**config.mk**
```make
export PLATFORM = sky130hd
export DESIGN_NAME = multi_digit_counter_display
export DESIGN_NICKNAME = d
export VERILOG_FILES = /design/src/rtl/multi_digit_counter_display.sv
export SDC_FILE = /design/constraint.sdc
export NUM_CORES = 1
export LEC_CHECK = 0
export BUFFER_PORTS_ARGS = -buffer_cell sky130_fd_sc_hd__buf_2
export CORE_AREA = 10 10 135 137
export DETAILED_ROUTE_END_ITERATION = 12
export DIE_AREA = 0 0 145 147
export SLEW_MARGIN = 30
export SYNTH_ARGS = -nofsm -noshare
export SYNTH_HDL_FRONTEND = slang
export SYNTH_SLANG_ARGS = --single-unit
```
**constraint.sdc**
```tcl
create_clock -name sysclock -period 2.85 [get_ports sysclock]
set_clock_uncertainty 0.15 [all_clocks]
set_input_delay 0.4275 -clock sysclock [delete_from_list [all_inputs] [get_ports sysclock]]
set_output_delay 0.4275 -clock sysclock [all_outputs]
set_load 0.01 [all_outputs]
```
**src/rtl/multi_digit_counter_display.sv**
```systemverilog
// N-channel debounced button counter with time-multiplexed common-anode 7-segment driver.
// Each channel: 2-flop synchroniser -> symmetric debouncer -> rising-edge detect -> mod-MODULUS digit.
module multi_digit_counter_display #(
    parameter int NUM_DIGITS    = 4,
    parameter int MODULUS       = 10,
    parameter int DEBOUNCE_BITS = 16,
    parameter int REFRESH_DIV   = 4,
    parameter int CASCADE       = 0
) (
    input  logic                    sysclock,
    input  logic                    reset_n,
    input  logic [NUM_DIGITS-1:0]   raw,
    input  logic [NUM_DIGITS-1:0]   clr,
    input  logic                    down,
    output logic [NUM_DIGITS-1:0]   anode,
    output logic [7:0]              seg,
    output logic [4*NUM_DIGITS-1:0] digits,
    output logic                    carry_out
);

    localparam logic [DEBOUNCE_BITS-1:0] DB_MAX = '1;
    localparam int PW = (REFRESH_DIV > 1) ? $clog2(REFRESH_DIV) : 1;
    localparam int IW = (NUM_DIGITS > 1) ? $clog2(NUM_DIGITS) : 1;
    localparam logic [4:0] MOD5 = 5'(MODULUS);

    logic [NUM_DIGITS-1:0]    sync1, sync2, clean, clean_d, press, cout;
    logic [DEBOUNCE_BITS-1:0] db_cnt [NUM_DIGITS];
    logic [3:0]               dig [NUM_DIGITS];
    logic [3:0]               dig_nxt [NUM_DIGITS];
    logic [PW-1:0]            presc;
    logic [IW-1:0]            idx;

    always_ff @(posedge sysclock or negedge reset_n) begin
        if (!reset_n) begin
            sync1   <= '0;
            sync2   <= '0;
            clean   <= '0;
            clean_d <= '0;
            for (int i = 0; i < NUM_DIGITS; i++) db_cnt[i] <= '0;
        end else begin
            sync1   <= raw;
            sync2   <= sync1;
            clean_d <= clean;
            // Input must hold a new level for DB_MAX+1 consecutive cycles to be accepted.
            for (int i = 0; i < NUM_DIGITS; i++) begin
                if (sync2[i] == clean[i]) begin
                    db_cnt[i] <= '0;
                end else if (db_cnt[i] == DB_MAX) begin
                    clean[i]  <= sync2[i];
                    db_cnt[i] <= '0;
                end else begin
                    db_cnt[i] <= db_cnt[i] + 1'b1;
                end
            end
        end
    end

    assign press = clean & ~clean_d;

    // Carry/borrow ripples through all digits combinationally so a chain settles on one edge.
    always_comb begin
        logic       ripple;
        logic [4:0] v;
        logic [4:0] amt;
        ripple = 1'b0;
        cout   = '0;
        for (int i = 0; i < NUM_DIGITS; i++) begin
            v   = {1'b0, dig[i]};
            amt = {4'b0, press[i]} + {4'b0, ripple};
            dig_nxt[i] = dig[i];
            if (clr[i]) begin
                dig_nxt[i] = 4'h0;
            end else if (!down) begin
                if (v + amt >= MOD5) begin
                    dig_nxt[i] = 4'(v + amt - MOD5);
                    cout[i]    = 1'b1;
                end else begin
                    dig_nxt[i] = 4'(v + amt);
                end
            end else begin
                if (v < amt) begin
                    dig_nxt[i] = 4'(v + MOD5 - amt);
                    cout[i]    = 1'b1;
                end else begin
                    dig_nxt[i] = 4'(v - amt);
                end
            end
            ripple = (CASCADE != 0) ? cout[i] : 1'b0;
        end
    end

    always_ff @(posedge sysclock or negedge reset_n) begin
        if (!reset_n) begin
            for (int i = 0; i < NUM_DIGITS; i++) dig[i] <= 4'h0;
            carry_out <= 1'b0;
        end else begin
            for (int i = 0; i < NUM_DIGITS; i++) dig[i] <= dig_nxt[i];
            carry_out <= cout[NUM_DIGITS-1];
        end
    end

    always_comb begin
        digits = '0;
        for (int i = 0; i < NUM_DIGITS; i++) digits[4*i +: 4] = dig[i];
    end

    always_ff @(posedge sysclock or negedge reset_n) begin
        if (!reset_n) begin
            presc <= '0;
            idx   <= '0;
        end else if (presc == PW'(REFRESH_DIV - 1)) begin
            presc <= '0;
            idx   <= (idx == IW'(NUM_DIGITS - 1)) ? '0 : idx + 1'b1;
        end else begin
            presc <= presc + 1'b1;
        end
    end

    function automatic logic [7:0] seg_decode(input logic [3:0] d);
        case (d)
            4'h0: seg_decode = 8'hC0;
            4'h1: seg_decode = 8'hF9;
            4'h2: seg_decode = 8'hA4;
            4'h3: seg_decode = 8'hB0;
            4'h4: seg_decode = 8'h99;
            4'h5: seg_decode = 8'h92;
            4'h6: seg_decode = 8'h82;
            4'h7: seg_decode = 8'hF8;
            4'h8: seg_decode = 8'h80;
            4'h9: seg_decode = 8'h90;
            4'hA: seg_decode = 8'h88;
            4'hB: seg_decode = 8'h83;
            4'hC: seg_decode = 8'hC6;
            4'hD: seg_decode = 8'hA1;
            4'hE: seg_decode = 8'h86;
            default: seg_decode = 8'h8E;
        endcase
    endfunction

    assign anode = ~(NUM_DIGITS'(1) << idx);
    assign seg   = seg_decode(dig[idx]);

endmodule

```
# ---- Word-level counts from Yosys, hierarchy flattened
# Memory sizes are Yosys's and may differ from the RTL's.
# Index checks and enable logic that the tools add are counted.
dict set report classes {
  addsub 26
  order_cmp 9
  eq_ne 10
  shifts 1
  mux 33
  bitwise 8
  n_reduce_logical 4
}
# operator count
set ops {}
lappend ops {{16-bit 2-to-1 mux} 8}
lappend ops {{4-bit 2-to-1 mux} 18}
lappend ops {{16-bit by 1-bit adder with 16-bit output (second input constant)} 4}
lappend ops {{16-bit == test (second input constant)} 4}
lappend ops {{4-bit by 1-bit subtractor with 4-bit output} 8}
lappend ops {{4-bit by 1-bit adder with 5-bit output} 4}
lappend ops {{5-bit by 4-bit >= comparator with 1-bit output (second input constant)} 4}
lappend ops {{4-bit adder (second input constant)} 4}
lappend ops {{4-bit by 1-bit less-than comparator with 1-bit output} 4}
lappend ops {{4-bit subtractor (second input constant)} 4}
lappend ops {{4-bit binary-select mux with 2-bit select} 1}
lappend ops {{4-bit inverter} 2}
lappend ops {{2-bit AND reduction} 4}
lappend ops {{2-bit by 1-bit adder with 2-bit output (second input constant)} 2}
lappend ops {{4-bit AND} 1}
lappend ops {{1-bit == test} 4}
lappend ops {{2-bit == test (second input constant)} 2}
lappend ops {{1-bit 2-to-1 mux} 4}
lappend ops {{2-bit 2-to-1 mux} 2}
lappend ops {{1-bit inverter} 4}
lappend ops {{1-bit by 2-bit left shift with 4-bit output (first input constant)} 1}
lappend ops {{3-bit >= comparator (second input constant)} 1}
lappend ops {{2-bit inverter with 3-bit output} 1}
dict set report totals {
  regBits 101
  rom_bits 112
  input_bits 11
  out_inout_bits 29
  wordCells 110
  memories 1
}
# name words word_bits rd rd_clocked_by_memory_dff wr line_no
set mem_list {}
lappend mem_list {{(name not given)} 16 7 1 0 0 120} ;# case (d)

# ---- Logic depth before layout (Yosys ltp)
dict set report depth {
  word_depth 7
  mapped_depth 11
  mapped_depth_nobuf 11
}

# ---- Worst setup path before layout
# No wires, ideal clock.
dict set report synth_path {
  path_type {reg-to-output}
  startpoint {register idx[1]}
  endpoint {output port seg[3]}
  arrival_ns 1.903
  required_time_ns 2.273
  slack_ns 0.370
  path_stages_with_launch 7
  cell_sequence {dfrtp_1 -> buf_6 -> mux4_1 -> inv_1 -> ha_1 -> inv_1 -> mux4_2}
}
dict set report synth_via {
  elab_chain_cells 5
}
# element line_no
set synth_lines {}
lappend synth_lines {{from (decl)} 31} ;# logic [IW-1:0] idx;
lappend synth_lines {{from (signal assigned)} 113} ;# idx <= (idx == IW'(NUM_DIGITS - 1)) ? '0 : idx + 1'b1;
lappend synth_lines {{2-bit inverter with 3-bit output (implied by the code)} 141} ;# assign seg = seg_decode(dig[idx]);
lappend synth_lines {{4-bit binary-select mux with 2-bit select} 141}
lappend synth_lines {{4-bit 2-to-1 mux (implied by the code) (2 in series)} 141}
lappend synth_lines {{memory read 16 x 7 bit} --}
lappend synth_lines {{to (decl)} 16} ;# output logic [7:0] seg,
# No other way between the ends. The select of a mux whose other input is x is not followed.

# ---- Worst setup path in the final report
dict set report layout_path {
  startpoint {register idx[0]}
  endpoint {output port seg[3]}
}
# The elaborated chain is that of the path after synthesis.

==> impl_metrics.toml <==
[pwr]
p_leak_uw = 0.00321
powerDensity_nw_per_um2 = 442
finalPower_uw = 3120
ir_worst_vdd_mv = 0.250

[placement]
globalplace.congestion = 0.880
dp_cells = 887
port_buffers = 38
dp_hpwl_um = 9490
placed_area_um2 = 6570

[final_layout]
final_cells = 915
fin_util_pct = 45.2
antenna_cells = 0
seq_area_um2 = 2530
multi_input_area_um2 = 3350
area_growth_pct = 15.3
stdcell_area_um2 = 7050
fin_nets = 761
drive_above_1_share_pct = 15.3
final.fill_count = 1474

[sta]
hold_violations = 0
tns_ns = 0
max_slew_margin_pct = 58.2
report.final.slew_viol_count = 0
max_freq_ghz = 0.355
setup_viol = 0
worstMarginPinSlew_ns = 0.627
rsz0062_at_grt = "true"
finalCritPeriodShare_pct = 98.8
min_period_ns = 2.82

[global_routing]
grt_pass1_vias = 4560
antenna_found_initial = 0
grt_max_degree = 48
grt_pass1_wl_um = 21700
grtUsageTotal_pct = 12.1
grt-ovfl-total = 0

[detailed_routing]
drcViolationCount = 0
drt_first_iter_violations = 456
first_pass_iters = 5
vias = 4712
wl_um = 13100
ant_nets = 0
post_drt_wl_per_cell_um = 14.3
via_per_inst = 5.15

[worst_setup_path]
setup.worst_path.start = "idx[0]"
endpoint_kind = "primary output"
crit_path_max_fanout = 5
reg2reg_to = "digits[13]"
r2r_slack_ns = 0.22
r2r-start = "clean[3]"
reg2regPathDepth = 8
crit_path_start_kind = "register"
path_class = "register to primary output"
crit_required_ns = 2.27
cp.arrival_ns = 2.24

[clock_tree]
cts_root_buf = "clkbuf_16"
insertion_delay_ns = 0.34
cts_tree = "yes"
clk_pin_slew_ns = 0.07
numCtsBuffers = 9
cts.sinks = 101
h-tree-depth = 3
cts_buffer_depth = 2

[flow_run]
max_cap_violations = 0

[logic_synthesis]
yosysTopAreaCell = "dfrtp_1"
postSynthRegisterBits = 101
synth_top_area_share_pct = 41.3
syn_nets = 705
synth.distinct_cells = 65
syn_area_um2 = 6110
ys.flop_type = "dfrtp_1"
synth.avg_cell_area_um2 = 9.57
yosysSeqAreaShare_pct = 41.3
yosysWarnings = 0
synthCells = 639
yosysMostFrequentCell = "dfrtp_1"
synth_edf_count = 0
synthTopCellsByArea = "dfrtp_1 (41%), ha_1 (11%), nor2_1 (5.7%), xnor2_1 (5.6%), xor2_1 (4.7%)"
netlist_top_cells_count = "dfrtp_1 (101), nor2_1 (93), ha_1 (55)"
synthArstFlopShare_pct = 100

[floorplan]
core_um2 = 15600
io_pins = 40
start_util_pct = 39.2
num_rows = 46
die_w_um = 145
die_h_um = 147
die_area_um2 = 21300

[min_path]
hold_start = "raw[3]"
min_path_type = "input pin to register"
hold_end = "sync1[3]"
holdPathStages = 1

[outcome]
status = "finished, final reports clean"
[report_power, final]
part           internal, uW  switching, uW  total, uW  leakage (uW)
Combinational           129            187        316       0.00168
Clock                   784            525       1310      0.000158
Sequential             1460           31.1       1490       0.00137
[cells in the final DEF (no fill, tap or decap), types with 3 or more instances in the layout]
cell type   n
a211oi_1   10
a21oi_1    14
a221oi_1    7
a31oi_1     3
and3_1     13
and4_1      6
buf_2      36
buf_4      20
buf_6       3
clkbuf_16   9
clkinv_2    3
dfrtp_1    98
dfrtp_2     3
ha_1       51
ha_2        3
inv_1      47
mux2_2      6
mux2i_1     3
mux4_2      5
nand2_1    46
nand2b_1    7
nand3_1    29
nand3b_1    3
nand4_1    11
nor2_1     93
nor2b_1     8
nor3_1     13
o21ai_0    17
o221ai_1    4
or3_1       5
xnor2_1    39
xor2_1     33
[critical path, stage by stage, from the launching register on]
cell and delay (ns):
dfrtp_2 0.40, mux4_2 0.58, inv_2 0.14, ha_4 0.15
inv_2 0.04, mux4_2 0.45, buf_6 0.14
[worst max path at each step]
| stage | slack [ns] | to | cells past startpoint |
|---|---|---|---|
| 6_report | 0.03 | seg[3] | 6 |
| 5_1_grt | -0.05 | seg[3] | 6 |
| 4_1_cts | 0.006 | seg[3] | 6 |
| 3_5_place_dp | 0.14 | digits[13] | 8 |
| 3_3_place_gp | 0.28 | seg[3] | 6 |
| 2_1_floorplan | 0.37 | seg[3] | 6 |
[routing by layer]
layer	track usage, %	vias up	wire length [um]
li1	-	2299	-
met1	14.4	2273	5820
met2	20.9	121	6510
met3	2.52	19	555
met4	4.39	0	182
met5	0	-	0
[stage by stage]
stage	setup WS (ns)	hold WS [ns]
global placement	0.285	0.187
detailed placement	0.136	0.186
finish	0.0344	0.0332
floorplan	0.370	-0.0181
global route	-0.0452	0.0189
CTS	0.00579	0.0206
[registers in the layout, indices dropped and copies added (netlist names)]
name       cells
sync1          4
presc          2
digits        16
db_cnt        64
carry_out      1
clean          4
sync2          4
clean_d        4
idx            2
[cell families after synthesis]
| kind of cell | after synthesis | share of synthesized area, % |
|---|---|---|
| muxes | 14 | 3.50 |
| buffers and inverters | 67 | 4.67 |
| adders and majority gates | 55 | 11.3 |
| and+or+nand+nor | 250 | 19.8 |
| other | 1 | 0.0613 |
| xor gates and xnor gates | 72 | 10.3 |
| DFF | 101 | 41.3 |
| AOI/OAI and AO/OA | 79 | 9.07 |
[layout make-up]
type	instances	share of cell area [%]
multi-input combinational	472	47.5
sequential	101	35.9
timing repair buffer	61	5.59
tap	216	3.83
clock buffer	10	3.39
inverter	50	2.70
clock inverter	5	1.06
[timing repair]
item | CTS | global route
setup buffers | 6 | 5
hold endpoints to repair | 45 | 0
setup endpoints to repair | 4 | 5
gates cloned | 0 | 1
pin swaps | 0 | 1
resized for setup | 7 | 10
hold buffers | 1 | 0
No activity file was read; power rests on OpenSTA's default activity.
